<file path="config.mk">
export PLATFORM = sky130hd
export DESIGN_NAME = serial_subtractor
export DESIGN_NICKNAME = d
export VERILOG_FILES = /design/src/rtl/serial_subtractor_pkg.sv /design/src/rtl/serial_subtractor_full_subtractor.sv /design/src/rtl/serial_subtractor.sv
export SDC_FILE = /design/constraint.sdc
export NUM_CORES = 1
export LEC_CHECK = 0
export CAP_MARGIN = 20
export CORE_MARGIN = 5
export CORE_UTILIZATION = 45
export CTS_BUF_LIST = sky130_fd_sc_hd__clkbuf_4
export CTS_CLUSTER_DIAMETER = 40
export DETAILED_ROUTE_END_ITERATION = 12
export PLACE_DENSITY = 0.72
export SLEW_MARGIN = 25
export SYNTH_ARGS = -nofsm -noshare
export SYNTH_HDL_FRONTEND = slang
export SYNTH_SLANG_ARGS = --single-unit
</file>
<file path="constraint.sdc">
create_clock -name clk -period 2.68 [get_ports clk]
set_input_delay 0.67 -clock clk [delete_from_list [all_inputs] [get_ports clk]]
set_output_delay 0.67 -clock clk [all_outputs]
set_load 0.01 [all_outputs]
</file>
<file path="src/rtl/serial_subtractor_pkg.sv">
// Shared constants for the bit-serial subtractor: FSM state encoding.
// Encoding 2'd3 is unused and treated as IDLE by every decoder.
package serial_subtractor_pkg;
   typedef logic [1:0] state_t;
   localparam state_t ST_IDLE = 2'd0;
   localparam state_t ST_BUSY = 2'd1;
   localparam state_t ST_DONE = 2'd2;
endpackage

</file>
<file path="src/rtl/serial_subtractor_full_subtractor.sv">
// Single-bit full subtractor: d = a - b - bin, with borrow out.
module full_subtractor (
   input  logic a,
   input  logic b,
   input  logic bin,
   output logic d,
   output logic bout
);
   assign d    = a ^ b ^ bin;
   assign bout = (~a & b) | (~(a ^ b) & bin);
endmodule

</file>
<file path="src/rtl/serial_subtractor.sv">
// Bit-serial two's-complement subtractor: one bit per clock, LSB first,
// with valid/ready on both the operand and the result side.
module serial_subtractor
   import serial_subtractor_pkg::*;
#(
   parameter int WIDTH = 16
) (
   input  logic             clk,
   input  logic             reset,
   input  logic             in_valid,
   output logic             in_ready,
   input  logic [WIDTH-1:0] a,
   input  logic [WIDTH-1:0] b,
   output logic             out_valid,
   input  logic             out_ready,
   output logic [WIDTH-1:0] diff,
   output logic             borrow,
   output logic             overflow
);
   localparam int CW = (WIDTH > 1) ? $clog2(WIDTH) : 1;

   state_t           state, nstate;
   logic [WIDTH-1:0] sa, sb, res;
   logic [CW-1:0]    cnt;
   logic             bf, asg, bsg;
   logic             accept, busy, last, dbit, bout;

   full_subtractor u_fs (
      .a    (sa[0]),
      .b    (sb[0]),
      .bin  (bf),
      .d    (dbit),
      .bout (bout)
   );

   assign busy   = (state == ST_BUSY);
   assign last   = (cnt == CW'(WIDTH - 1));
   assign accept = in_valid & in_ready;

   always_ff @(posedge clk or posedge reset) begin
      if (reset) state <= ST_IDLE;
      else       state <= nstate;
   end

   always_comb begin
      nstate = state;
      case (state)
         ST_BUSY: if (last)      nstate = ST_DONE;
         ST_DONE: if (out_ready) nstate = ST_IDLE;
         default: nstate = in_valid ? ST_BUSY : ST_IDLE;
      endcase
   end

   always_comb begin
      in_ready  = 1'b0;
      out_valid = 1'b0;
      case (state)
         ST_BUSY: ;
         ST_DONE: out_valid = 1'b1;
         default: in_ready  = 1'b1;
      endcase
   end

   // Difference bits enter at the MSB so the result lands LSB-aligned after WIDTH steps.
   always_ff @(posedge clk or posedge reset) begin
      if (reset) begin
         sa  <= '0;
         sb  <= '0;
         res <= '0;
         cnt <= '0;
         bf  <= 1'b0;
         asg <= 1'b0;
         bsg <= 1'b0;
      end else if (accept) begin
         sa  <= a;
         sb  <= b;
         cnt <= '0;
         bf  <= 1'b0;
         asg <= a[WIDTH-1];
         bsg <= b[WIDTH-1];
      end else if (busy) begin
         sa  <= sa >> 1;
         sb  <= sb >> 1;
         res <= {dbit, res[WIDTH-1:1]};
         bf  <= bout;
         cnt <= last ? '0 : cnt + CW'(1);
      end
   end

   assign diff     = res;
   assign borrow   = bf;
   assign overflow = (asg ^ bsg) & (res[WIDTH-1] ^ asg);
endmodule

</file>
**After elaboration in Yosys (flattened, before gate mapping)**

Cells that the tools add are included.

- Bitwise operators: 12
- $add $sub $neg: 1
- Multiplexer cells: 15
- Reductions and logical operators: 4
- Equal/unequal tests: 5

Operators by type and width:

| kind | count |
|---|---|
| 16-bit 2-to-1 mux | 4 |
| 4-bit 2-to-1 mux | 3 |
| 1-bit 2-to-1 mux | 5 |
| 4-bit by 1-bit adder with 4-bit output, second input constant | 1 |
| 1-bit bitwise AND | 4 |
| 4-bit equality test, second input constant | 1 |
| 2-bit 2-to-1 mux | 2 |
| 2-bit case mux with 2 select lines | 1 |
| 2-bit AND reduction | 2 |
| 1-bit bitwise XOR | 4 |
| 1-bit inverter | 3 |
| 2-bit by 1-bit equality test with 1-bit output, second input constant | 1 |
| 2-bit equality test, second input constant | 1 |
| 2-bit by 1-bit != test with 1-bit output, second input constant | 1 |
| 2-bit != test, second input constant | 1 |
| 2-bit nonzero test | 1 |
| 2-bit OR reduction | 1 |
| 1-bit bitwise OR | 1 |

- Bits of input ports: 36
- Word-level logic and storage cells: 45
- Output and inout bits: 20
- Register bits after elaboration: 57

**Depth between registers and ports, before layout**

Gate-level depths: netlist of run 1.

- Depth after elaboration: 6
- Mapped depth: 7
- Depth with buffers taken out: 5

**Cells and area by module**

A second synthesis of run 1 with hierarchy kept.

- Cell total of the unflattened synthesis: 218
- Area, all modules: 2534.9 um2

By module, submodules not included:

| module | instances | cells an instance | area an instance (um2) | sequential area each (um2) |
|---|---|---|---|---|
| serial_subtractor | 1 | 214 | 2503.7 | 1426.4 |
| full_subtractor | 1 | 4 | 31.3 | 0.0 |

**Worst setup path before layout of run 1**

OpenSTA, ideal clock, no wires.

- Path kind: register to register
- From: register state[0]
- To: register bsg
- Period minus slack after synthesis: 1519 ps
- Slack: 1161 ps
- Setup time: 125 ps
- Path buffers: 2
- Stages on the path, launching flop included: 7
- Arrival time: 1394 ps
- Path through: dfrtp_1 -> inv_1 -> ha_1 -> and2_1 -> buf_6 -> buf_6 -> mux2_4

- Word-level cells in the longest chain between the ends: 4

RTL lines:

| what | RTL line | RTL |
|---|---|---|
| start: declaration | serial_subtractor.sv:22 | `state_t state, nstate;` |
| start signal: assignment | serial_subtractor.sv:42 | `else state <= nstate;` |
| 2-bit by 1-bit equality test with 1-bit output / 2-bit equality test (equally long branches) | serial_subtractor.sv:57 | `case (state)` |
| 2-bit OR reduction (no line) * | -- |  |
| 1-bit 2-to-1 mux * | serial_subtractor.sv:57 |  |
| via in_ready | serial_subtractor.sv:11 | `output logic in_ready,` |
| 1-bit bitwise AND * | serial_subtractor.sv:38 | `assign accept = in_valid & in_ready;` |
| end signal: assignment | serial_subtractor.sv:80 | `bsg <= b[WIDTH-1];` |
| end: declaration | serial_subtractor.sv:25 | `logic bf, asg, bsg;` |

The timed path passes the listed nets; every way through them passes the cells marked *.
A chain may end at the register's enable or synchronous reset.

**Worst setup path after layout of run 1**

- From: register res[15] (netlist: diff[15])
- To: output port overflow

- Word-level cells in the longest chain between the ends: 2

RTL lines:

| what | RTL line | RTL |
|---|---|---|
| start: declaration | serial_subtractor.sv:23 | `logic [WIDTH-1:0] sa, sb, res;` |
| start signal: assignment | serial_subtractor.sv:84 | `res <= {dbit, res[WIDTH-1:1]};` |
| 1-bit bitwise XOR | serial_subtractor.sv:92 | `assign overflow = (asg ^ bsg) & (res[WIDTH-1] ^ asg);` |
| 1-bit bitwise AND | serial_subtractor.sv:92 |  |
| end: declaration | serial_subtractor.sv:18 | `output logic overflow` |

Every way passes these cells.

==> impl_metrics.json, run 1 <==
{
  "grt_util_met1_pct": 17.1,
  "portBuffers": 55,
  "numClockSinks": 57,
  "worst_pin_slew_ps": 528,
  "fin_cells": 349,
  "gr-max-usage-layer": "met2",
  "viasPerCell": 4.98,
  "hp-start": "asg$_DFFE_PP0P_",
  "num_antenna_cells": 0,
  "fin_nets": 312,
  "cp_max_fo": 5,
  "hold_class": "reg -> reg",
  "reg2reg_from": "state[0]$_DFFE_PP0P_",
  "hold_viol_final": 0,
  "dpl_cell_area_um2": 3140,
  "num_rows": 27,
  "crit_path_end_kind": "output port",
  "grt_first_pass_wirelength_um": 7710,
  "cts_resized": 0,
  "die_y_um": 85.3,
  "fin_skew_ps": 13.1,
  "clk_pin_slew_ps": 100,
  "grt_use_met3_pct": 6.41,
  "ys.flop_type": "dfrtp_1",
  "drt-wirelength-per-cell_um": 13.3,
  "dp_hpwl_um": 3190,
  "ys_ff_latch": 57,
  "fmax_mhz": 408,
  "synthDistinctLibCells": 27,
  "coreArea_um2": 5510,
  "crit_type": "reg -> out",
  "period_share_pct": 91.6,
  "clk_latency_ps": 390,
  "cp_cell_sequence": "nand2b_1 -> o21ai_0 -> clkdlybuf4s50_1",
  "critPathArrivalTime_ps": 1780,
  "power_mw": 3.79,
  "max_stage_delay_ps": 570,
  "dp_cells": 333,
  "status": "completed",
  "synthArstFlopShare_pct": 100,
  "leakage_nw": 1.40,
  "startpoint": "diff[15]$_DFFE_PP0P_",
  "netlist_area_um2": 2550,
  "grt_pass1_vias": 1660,
  "drt-initial-drc-count": 122,
  "synth_warnings": 0,
  "cpLargestDelayFamily": "buffers and inverters",
  "synth.avg_cell_area_um2": 11.9,
  "syn_nets": 255,
  "syn_to_final_growth_pct": 29.2,
  "gp_congestion": 0.703,
  "maxSlewHeadroom_pct": 64.8,
  "cts_hold_buf": 0,
  "cts_buffers": 9,
  "rsz0062_at_grt": "no",
  "syn_inst": 215,
  "worst-path-buf-inv": 1,
  "dr.pass1.iters": 4,
  "ios": 56,
  "die_w_um": 85.3,
  "cts_buffer_depth": 2,
  "vias": 1738,
  "drcViolationCount": 0,
  "wirelength_um": 4630,
  "critPathRequiredTime_ps": 2010,
  "antenna_found_initial": 0,
  "drv_slew": 0,
  "cts_setup_buffers": 0,
  "tns_ps": 0,
  "grt_max_degree": 58,
  "grt_use_total_pct": 13.7,
  "powerDensity_nw_per_um2": 1150,
  "drv_cap": 0,
  "grt_overflow": 0,
  "critPathLaunchType": "flop",
  "die_area_um2": 7280,
  "grt_use_met2_pct": 21.0,
  "setup_violations": 0,
  "regToRegSetupSlack_ps": 850,
  "ir_drop_uv": 475,
  "antenna_left": 0,
  "fin_crit_ps": 2450,
  "cts_tree": "done",
  "drive_above_1_share_pct": 15.5,
  "design_area_um2": 3300,
  "htreeDepth": 3,
  "critPathSlowestCell": "clkdlybuf4s50_1",
  "synth_edf_count": 0,
  "cts_root_buffer": "clkbuf_4",
  "start_util_pct": 46.4,
  "seq_area_frac_synth_pct": 55.9
}
through the flow:
step,setup WS (ps),hold WS [ps],utilization (%)
final,226,511,59.9
after global routing,89.5,529,59.9
after CTS,173,514,59.9
after detailed placement,468,486,57.0
after global placement,502,491,57.0
after floorplan,610,466,-
cell families after synthesis:
group | share of synthesized area, %
adders and majority gates | 2.26
DFF | 55.9
buffers and inverters | 4.80
and+or+nand+nor | 7.70
xor gates and xnor gates | 0.343
AOI/OAI and AO/OA | 8.38
muxes | 20.6
area by class of cell:
| cell class | instances | area (um^2) |
|---|---|---|
| tap | 72 | 90.1 |
| inverter | 4 | 15.0 |
| sequential | 57 | 1430 |
| clock inverter | 6 | 82.6 |
| multi-input combinational | 140 | 1010 |
| fill | 467 | 2210 |
| timing repair buffer | 60 | 601 |
| clock buffer | 10 | 75.1 |
registers in the layout, indices dropped and copies added (netlist names):
register and count:
diff 16, sa 16, sb 16, cnt 4
state 2, asg 1, borrow 1, bsg 1
cell usage after synthesis, drive strengths merged (2+ instances only):
library cell | number | share of area (%)
a22o | 2 | 0.69
buf | 14 | 4.2
ha | 3 | 1.5
mux2i | 32 | 13
nand3b | 2 | 0.59
dfrtp | 57 | 56
mux2 | 18 | 8.1
a21oi | 4 | 0.93
inv | 4 | 0.59
nand2b | 2 | 0.49
nand2 | 31 | 4.7
nor2 | 6 | 0.88
nand3 | 2 | 0.39
o21ai | 31 | 6.1
path summary, 6_finish.rpt:
path | end | cells after the start
max | overflow | 3
min | asg$_DFFE_PP0P_ | 1
max reg2reg | sb[10]$_DFFE_PP0P_ | 6
min reg2reg | asg$_DFFE_PP0P_ | 1
max in group asynchronous | sb[8]$_DFFE_PP0P_ | 3
min in group asynchronous | diff[9]$_DFFE_PP0P_ | 3
cells in the final DEF, fill, tap and decap left out, drive strengths merged:
cell,count
a22o,2
a21oi,4
ha,3
mux2,18
a41oi,1
and2,1
nand3,2
fa,1
clkinvlp,1
nand2b,2
clkinv,3
nor3,1
dfrtp,57
nand2,31
buf,5
inv,4
nand3b,2
bufinv,2
mux2i,32
nor2,6
o22a,1
clkdlybuf4s50,55
o21ai,31
xor2,1
clkbuf,10
nor2b,1
power by group:
group	internal (mW)	total, mW	switching, mW	leakage (nW)
Clock	0.384	0.708	0.324	0.0862
Sequential	1.26	1.51	0.247	0.705
Combinational	0.859	1.58	0.718	0.614
Total	2.50	3.79	1.29	1.40
routing by layer:
layer	part of all wire [%]	wire length (um)
met1	45	2080
met2	46	2150
met3	8.1	376
met4	0.37	17
met5	0	0
worst reg2reg max path, stage by stage (launching register included):
cell	delay [ps]
dfrtp_1	390
inv_1	50
ha_1	290
and2_2	490
buf_4	360
nand2_1	80
o21ai_1	80
Power figures use the tool's default switching activity.
==> run 2: changes to the inputs <==
--- a/config.mk
+++ b/config.mk
@@ -9,10 +9,9 @@
 export CORE_MARGIN = 5
 export CORE_UTILIZATION = 45
 export CTS_BUF_LIST = sky130_fd_sc_hd__clkbuf_4
-export CTS_CLUSTER_DIAMETER = 40
+export CTS_CLUSTER_DIAMETER = 100
 export DETAILED_ROUTE_END_ITERATION = 12
 export PLACE_DENSITY = 0.72
-export SLEW_MARGIN = 25
 export SYNTH_ARGS = -nofsm -noshare
 export SYNTH_HDL_FRONTEND = slang
 export SYNTH_SLANG_ARGS = --single-unit
==> results of run 2 <==
Same layout as run 1: the final DEF is identical, and so are final timing and power.
==> run 3: changes to the inputs <==
--- a/config.mk
+++ b/config.mk
@@ -11,7 +11,9 @@
 export CTS_BUF_LIST = sky130_fd_sc_hd__clkbuf_4
 export CTS_CLUSTER_DIAMETER = 100
 export DETAILED_ROUTE_END_ITERATION = 12
+export HOLD_SLACK_MARGIN = 0.02
 export PLACE_DENSITY = 0.72
+export SLEW_MARGIN = 30
 export SYNTH_ARGS = -nofsm -noshare
 export SYNTH_HDL_FRONTEND = slang
 export SYNTH_SLANG_ARGS = --single-unit
==> results of run 3 <==
Same layout as run 1: the final DEF is identical, and so are final timing and power.
